==> src/rtl/hazard_stall_controller.sv <==
// Hazard sequencer for the 5-stage core: warm-up gating, load-use stalls,
// taken-branch flushes, EX-stage forwarding selects and saturating event counters.
module hazard_stall_controller #(
    parameter int REG_ADDR_W    = 3,
    parameter int WARMUP_CYCLES = 3,
    parameter int STALL_CYCLES  = 1,
    parameter int FLUSH_CYCLES  = 1,
    parameter int CNT_W         = 16
) (
    input  logic                  clk,
    input  logic                  reset,
    input  logic [REG_ADDR_W-1:0] i_ifid_rs,
    input  logic [REG_ADDR_W-1:0] i_ifid_rt,
    input  logic                  i_ifid_rs_used,
    input  logic                  i_ifid_rt_used,
    input  logic [REG_ADDR_W-1:0] i_idex_rd,
    input  logic                  i_idex_mem_read,
    input  logic [REG_ADDR_W-1:0] i_idex_rs,
    input  logic [REG_ADDR_W-1:0] i_idex_rt,
    input  logic [REG_ADDR_W-1:0] i_exmem_rd,
    input  logic                  i_exmem_reg_write,
    input  logic [REG_ADDR_W-1:0] i_memwb_rd,
    input  logic                  i_memwb_reg_write,
    input  logic                  i_branch_taken,
    output logic                  o_pc_write,
    output logic                  o_ifid_write,
    output logic                  o_idex_bubble,
    output logic                  o_ifid_flush,
    output logic                  o_fwd_enable,
    output logic [1:0]            o_fwd_a,
    output logic [1:0]            o_fwd_b,
    output logic [CNT_W-1:0]      o_stall_cnt,
    output logic [CNT_W-1:0]      o_flush_cnt
);

    localparam logic [1:0] ST_WARMUP = 2'd0;
    localparam logic [1:0] ST_RUN    = 2'd1;
    localparam logic [1:0] ST_STALL  = 2'd2;
    localparam logic [1:0] ST_FLUSH  = 2'd3;

    logic [1:0]       r_state;
    logic [3:0]       r_warm_cnt;
    logic [2:0]       r_down_cnt;
    logic             r_fwd_enable;
    logic [CNT_W-1:0] r_stall_cnt;
    logic [CNT_W-1:0] r_flush_cnt;

    logic       w_load_use;
    logic       w_do_stall;
    logic       w_do_flush;
    logic       w_fwd_gate;
    logic [1:0] w_fwd_a;
    logic [1:0] w_fwd_b;

    assign w_load_use = i_idex_mem_read &
                        ((i_ifid_rs_used & (i_idex_rd == i_ifid_rs)) |
                         (i_ifid_rt_used & (i_idex_rd == i_ifid_rt)));

    // A taken branch outranks any stall; a branch seen inside FLUSH changes nothing.
    always_comb begin
        // NOTE: every always_comb output gets a default first so no path infers a latch.
        w_do_stall = 1'b0;
        w_do_flush = 1'b0;
        if (!reset) begin
            case (r_state)
                ST_RUN, ST_STALL: begin
                    if (i_branch_taken)
                        w_do_flush = 1'b1;
                    else if (r_state == ST_STALL || w_load_use)
                        w_do_stall = 1'b1;
                end
                ST_FLUSH: w_do_flush = 1'b1;
                default:  ;
            endcase
        end
    end

    assign o_pc_write    = ~w_do_stall;
    assign o_ifid_write  = ~w_do_stall;
    assign o_idex_bubble = w_do_stall | w_do_flush;
    assign o_ifid_flush  = w_do_flush;

    assign w_fwd_gate = r_fwd_enable & ~reset;

    always_comb begin
        w_fwd_a = 2'b00;
        w_fwd_b = 2'b00;
        if (w_fwd_gate) begin
            if (i_exmem_reg_write && i_exmem_rd == i_idex_rs)      w_fwd_a = 2'b10;
            else if (i_memwb_reg_write && i_memwb_rd == i_idex_rs) w_fwd_a = 2'b01;
            if (i_exmem_reg_write && i_exmem_rd == i_idex_rt)      w_fwd_b = 2'b10;
            else if (i_memwb_reg_write && i_memwb_rd == i_idex_rt) w_fwd_b = 2'b01;
        end
    end

    assign o_fwd_a      = w_fwd_a;
    assign o_fwd_b      = w_fwd_b;
    assign o_fwd_enable = r_fwd_enable;
    assign o_stall_cnt  = r_stall_cnt;
    assign o_flush_cnt  = r_flush_cnt;

    always_ff @(posedge clk) begin
        // NOTE: state registers use non-blocking assignments so every flop samples pre-edge values.
        if (reset) begin
            r_state      <= ST_WARMUP;
            r_warm_cnt   <= '0;
            r_down_cnt   <= '0;
            r_fwd_enable <= 1'b0;
            r_stall_cnt  <= '0;
            r_flush_cnt  <= '0;
        end else begin
            if (w_do_stall && r_stall_cnt != '1) r_stall_cnt <= r_stall_cnt + CNT_W'(1);
            if (w_do_flush && r_flush_cnt != '1) r_flush_cnt <= r_flush_cnt + CNT_W'(1);

            case (r_state)
                ST_WARMUP: begin
                    if (r_warm_cnt == 4'(WARMUP_CYCLES - 1)) begin
                        r_state      <= ST_RUN;
                        r_fwd_enable <= 1'b1;
                    end else begin
                        r_warm_cnt <= r_warm_cnt + 4'd1;
                    end
                end
                ST_RUN, ST_STALL: begin
                    if (i_branch_taken) begin
                        if (FLUSH_CYCLES > 1) begin
                            r_state    <= ST_FLUSH;
                            r_down_cnt <= 3'(FLUSH_CYCLES - 1);
                        end else begin
                            r_state <= ST_RUN;
                        end
                    end else if (r_state == ST_STALL) begin
                        if (r_down_cnt == 3'd1) r_state <= ST_RUN;
                        else                    r_down_cnt <= r_down_cnt - 3'd1;
                    end else if (w_load_use && STALL_CYCLES > 1) begin
                        r_state    <= ST_STALL;
                        r_down_cnt <= 3'(STALL_CYCLES - 1);
                    end
                end
                ST_FLUSH: begin
                    if (r_down_cnt == 3'd1) r_state <= ST_RUN;
                    else                    r_down_cnt <= r_down_cnt - 3'd1;
                end
                default: r_state <= ST_WARMUP;
            endcase
        end
    end

endmodule

==> config.mk <==
export PLATFORM = sky130hd
export DESIGN_NAME = hazard_stall_controller
export DESIGN_NICKNAME = d
export VERILOG_FILES = /design/src/rtl/hazard_stall_controller.sv
export SDC_FILE = /design/constraint.sdc
export NUM_CORES = 1
export LEC_CHECK = 0
export CORE_ASPECT_RATIO = 0.5
export CORE_MARGIN = 10
export CORE_UTILIZATION = 52
export CTS_BUF_LIST = sky130_fd_sc_hd__clkbuf_16
export CTS_CLUSTER_DIAMETER = 50
export DETAILED_ROUTE_END_ITERATION = 12
export PLACE_DENSITY = 0.9
export SYNTH_ARGS = -nofsm -noshare
export SYNTH_HDL_FRONTEND = slang
export SYNTH_SLANG_ARGS = --single-unit
==> constraint.sdc <==
create_clock -name clk -period 6.3 [get_ports clk]
set_input_delay 1.26 -clock clk [delete_from_list [all_inputs] [get_ports clk]]
set_output_delay 1.26 -clock clk [all_outputs]
set_load 0.005 [all_outputs]
# Word level (Yosys, flattened, before mapping)
# Cells that the tools add are included.
[word_totals]
register_bits = 42
input_bits = 29
output_inout_bits = 41
elab_cells = 72
[op_classes]
add_sub_neg = 4
n_eq_ne = 17
muxes = 22
n_bitwise = 9
n_reduce_logical = 14
[ops]
columns = ["operator", "count"]
rows = [
  ["$add A16 B1 Y16 const B", 2],
  ["$ne A16 B16 Y1 const B", 2],
  ["$eq A3 B3 Y1", 6],
  ["$mux W2", 8],
  ["$mux W3", 3],
  ["$mux W1", 8],
  ["$logic_and A1 B1 Y1", 6],
  ["$ne A2 B2 Y1 const B", 3],
  ["$pmux W2 S3", 1],
  ["$pmux W3 S2", 1],
  ["$reduce_and A2 Y1", 3],
  ["$add A4 B1 Y4 const B", 1],
  ["$and A1 B1 Y1", 4],
  ["$eq A2 B2 Y1 const B", 2],
  ["$eq A4 B2 Y1 const B", 1],
  ["$eq A3 B1 Y1 const B", 1],
  ["$ne A3 B3 Y1 const B", 1],
  ["$not A1 Y1", 3],
  ["$reduce_and A3 Y1", 1],
  ["$sub A3 B1 Y3 const B", 1],
  ["$eq A2 B1 Y1 const B", 1],
  ["$logic_not A2 Y1", 1],
  ["$or A1 B1 Y1", 2],
  ["$pmux W1 S2", 1],
  ["3 further kinds", 3],
]

# Longest topological paths before layout
[logic_depth]
depth_word = 10
mapped_depth = 9
mapped_depth_nobuf = 7

# Worst setup path before layout
# OpenSTA, ideal clock, no wires.
[synth_path]
path_type = "input to output"
startpoint = "in i_idex_rd[2]"
endpoint = "out o_pc_write"
arrival_ns = 2.125
required_ns = 5.040
setup_slack_ns = 2.915
stages = 4
n_path_buf = 1
cell_sequence = "xor2_1 -> o41ai_2 -> o21ai_0 -> buf_4"
[synth_between]
elab_chain_len = 10
word_cells_on_any_way = 12
cone_classes = "eq/ne: 2; mux: 4; bitwise: 5; reduce/logical: 1"
[synth_rtl]
columns = ["element", "line", "source"]
rows = [
  ["start: declaration", "16", "input logic [REG_ADDR_W-1:0] i_idex_rd,"],
  ["$eq A3 B3 Y1, on equally long branches", "56, 57", ""],
  ["$and A1 B1 Y1, on equally long branches", "56, 57", ""],
  ["$or A1 B1 Y1 *", "56", "((i_ifid_rs_used & (i_idex_rd == i_ifid_rs)) |"],
  ["$and A1 B1 Y1 *", "55", "assign w_load_use = i_idex_mem_read &"],
  ["$logic_or A1 B1 Y1 *", "69", "else if (r_state == ST_STALL || w_load_use)"],
  ["$mux W1 *", "69", ""],
  ["$mux W1 *", "67", "if (i_branch_taken)"],
  ["$mux W1 *", "65", "case (r_state)"],
  ["$mux W1 *", "64", "if (!reset) begin"],
  ["$not A1 Y1 *", "-", ""],
  ["end: declaration", "25", "output logic o_pc_write,"],
]
# Every way passes the cells marked *; elsewhere a longest branch is shown, timed or not.

# Final worst setup path
[layout_path]
startpoint = "in reset"
endpoint = "out o_fwd_a[0]"
[layout_between]
elab_chain_len = 3
[layout_rtl]
columns = ["element", "line", "source"]
rows = [
  ["start: declaration", "11", "input logic reset,"],
  ["$not A1 Y1", "83", "assign w_fwd_gate = r_fwd_enable & ~reset;"],
  ["$and A1 B1 Y1", "83", ""],
  ["$mux W2", "88", "if (w_fwd_gate) begin"],
  ["end: declaration", "30", "output logic [1:0] o_fwd_a,"],
]
# No other way between the ends.

==> run_results.csv <==
group,metric,value,unit
timing,rsz0062_at_grt,"false",
global_routing,antenna_found_initial,0,
cts,cts_buffer_depth,2,
timing,final.setup.tns,0,ps
global_routing,grt_pass1_wl,11200,µm
global_routing,first_global_vias,2431,
cts,cts_made_buffers,5,
min_path,min_from,"o_stall_cnt[15]$_SDFFE_PP0P_",
layout,final_util,74.6,%
die,die_w,118,µm
die,die_y,68.8,µm
critical_path,crit_end,"o_fwd_a[0]",
cts,numClockSinks,42,
placed_design,finalWeightedCongestion,0.817,
synthesis,synth_top_area_share,34.0,%
global_routing,overflow,0,
synthesis,ys_ff_latch,42,
critical_path,critPathLaunchType,"input pin",
pwr,vdd_ir_drop_max,0.123,mV
synthesis,syn_inst,295,
die,start_util,55.1,%
timing,hold_viol,0,
critical_path,worstPathCellList,"clkdlybuf4s50_1 -> clkinv_1 -> nand3_1 -> nor3_1 -> and3_1 -> clkdlybuf4s50_1",
cts,cts-root-buf,"clkbuf_16",
critical_path,arrival,3620,ps
timing,whs,512,ps
die,row_count,17,
timing,slew_violations,0,
cts,clk_pin_slew,60,ps
die,core_area,4490,µm²
synthesis,synth_edf_count,0,
global_routing,grt_max_degree,30,
cts,clk_latency,280,ps
placed_design,hpwl,5100,µm
min_path,hold_class,"reg2reg",
global_routing,track_usage,16.7,%
critical_path,rr_startpoint,"r_state[0]$_SDFFE_PP0P_",
timing,timing.final.crit_period,4880,ps
pwr,cellLeakagePower,1.17,nW
outcome,status,"finished clean",
timing,relSlewSlack,50.0,%
critical_path,r2r_cells,7,
synthesis,ys_types,45,
route,drt_pass1_iterations,4,
cts,h-tree-depth,2,
layout,area_growth_syn_to_layout,35.4,%
timing,max_freq,205,MHz
synthesis,syn_area_per_cell,8.39,µm²
synthesis,yosys.area.top_type,"dfxtp_1",
critical_path,cp_slowest_stage_delay,930,ps
synthesis,synthTopCellsByCount,"42 x dfxtp_1, 30 x nor2_1, 23 x nand2_1, 22 x xnor2_1, 18 x a21oi_1",
timing,setup_viol,0,
critical_path,cpMostUsedCell,"clkdlybuf4s50_1",
route,routed_via_density,5.70,
critical_path,crit_fanout,18,
critical_path,cpMaxStageDelayCell,"clkdlybuf4s50_1",
route,drcViolationCount,0,
synthesis,synthArstFlopShare,0,%
layout,drive_gt1_share,4.68,%
route,totalWireLength,6630,µm
cts,cts_resized,0,
synthesis,synthFlopType,"dfxtp_1",
pwr,power.total,742,µW
synthesis,yosys_warnings,0,
cts,post-cts-setup-buffers,0,
timing,period_share,77.5,%
timing,fin_skew,3.36,ps
synthesis,synth_seq_area_share,34.0,%
synthesis,yosys-top-cells-area,"dfxtp_1 34%, xnor2_1 7.8%, ha_1 5.6%",
layout,fill_cells,338,
layout,layout.nets,403,
cts,cts_tree,"yes",
layout,diodes,0,
pwr,p_per_area,222,nW/µm²
timing,worst_slew_pin_slew,744,ps
critical_path,r2r_setup_slack,3880,ps
die,die_area,8080,µm²
critical_path,worstSetupPathType,"in2out",
synthesis,synth_nets,335,
critical_path,crit_start,"reset",
synthesis,synth.most_common_cell,"dfxtp_1",
critical_path,endpoint_kind,"output pin",
critical_path,timing.rr.end,"o_stall_cnt[11]$_SDFFE_PP0P_",
route,vias,2445,
route,wl_per_cell,15.5,µm
critical_path,required,5040,ps
die,io_pins,70,
synthesis,synth_area,2470,µm²
cts,cts_hold_buf,0,
placed_design,port-buffer-count,69,
route,final_antenna_net_count,0,
route,dr.first_iter.drc_count,126,
job,max-cap-violations,0,
worst max-delay path: cells and delay by family:
kind / cells / cell delay [ps]
AND/OR/NAND/NOR: 3 / 490
buffers and inverters: 3 / 1870
placed cells by master (no fill, tap or decap), drive strengths merged, types with 5 or more instances in the layout:
| master | instances |
|---|---|
| nor2b | 7 |
| nor3 | 8 |
| nand3 | 13 |
| nor2 | 30 |
| xnor2 | 22 |
| or4 | 5 |
| and3 | 7 |
| a211oi | 5 |
| clkbuf | 5 |
| nand2 | 23 |
| nor4 | 9 |
| o21ai | 8 |
| dfxtp | 42 |
| inv | 10 |
| clkdlybuf4s50 | 69 |
| nand4 | 10 |
| or3 | 6 |
| xor2 | 11 |
| ha | 11 |
| a21oi | 18 |
power breakdown:
group	internal (mW)	switching (mW)
Sequential	0.287	0.0205
Combinational	0.0917	0.0998
Clock	0.143	0.0996
stage by stage:
stage	area [µm²]	setup WS, ps	std cells
after floorplan	2470	2910	295
after global placement	3210	1520	422
after detailed placement	3210	1430	422
after CTS	3350	1430	429
after global routing	3350	1280	429
final	3350	1420	429
state kept, by name, indices dropped and copies added, names as in the netlist:
signal        flops
o_flush_cnt      16
o_stall_cnt      16
r_warm_cnt        4
r_down_cnt        3
r_state           2
o_fwd_enable      1
how the worst min path moves through the flow:
stage / end / slack, ps / cells after the start
2_1_floorplan: r_down_cnt[1]$_SDFFE_PP0P_ / 480 / 2
3_3_place_gp: r_down_cnt[1]$_SDFFE_PP0P_ / 490 / 2
3_5_place_dp: o_flush_cnt[5]$_SDFFE_PP0P_ / 500 / 1
4_1_cts: o_stall_cnt[15]$_SDFFE_PP0P_ / 510 / 2
5_1_grt: o_stall_cnt[15]$_SDFFE_PP0P_ / 550 / 2
6_report: o_stall_cnt[15]$_SDFFE_PP0P_ / 510 / 2
final cells by class:
| cell class | instances | area [µm²] | area share, % |
|---|---|---|---|
| flip-flops and latches | 42 | 841 | 25.1 |
| multi-input cells | 232 | 1540 | 46.1 |
| inverters | 11 | 41.3 | 1.23 |
| repair buffers | 71 | 706 | 21.1 |
| well taps | 66 | 82.6 | 2.47 |
| clock buffers | 5 | 125 | 3.74 |
| clock inverters | 2 | 10.0 | 0.299 |
routing by layer:
metal / part of all wire, % / routed length [µm] / track usage [%] / vias up
met5: 0 / 0 / 0 / -
met3: 5.5 / 365 / 5.10 / 8
met1: 40 / 2670 / 17.2 / 1169
li1: - / - / - / 1211
met2: 53 / 3500 / 32.8 / 57
met4: 1.4 / 93 / 6.12 / 0
cells by family after synthesis:
logic type	count (synthesis)	share of synthesized area, %
and+or+nand+nor	131	28.7
AOI/OAI and AO/OA	51	13.8
DFF	42	34.0
xor gates and xnor gates	33	11.7
buffers and inverters	21	3.64
adders and majority gates	11	5.56
muxes	6	2.63
No activity file was read; power rests on OpenSTA's default activity.
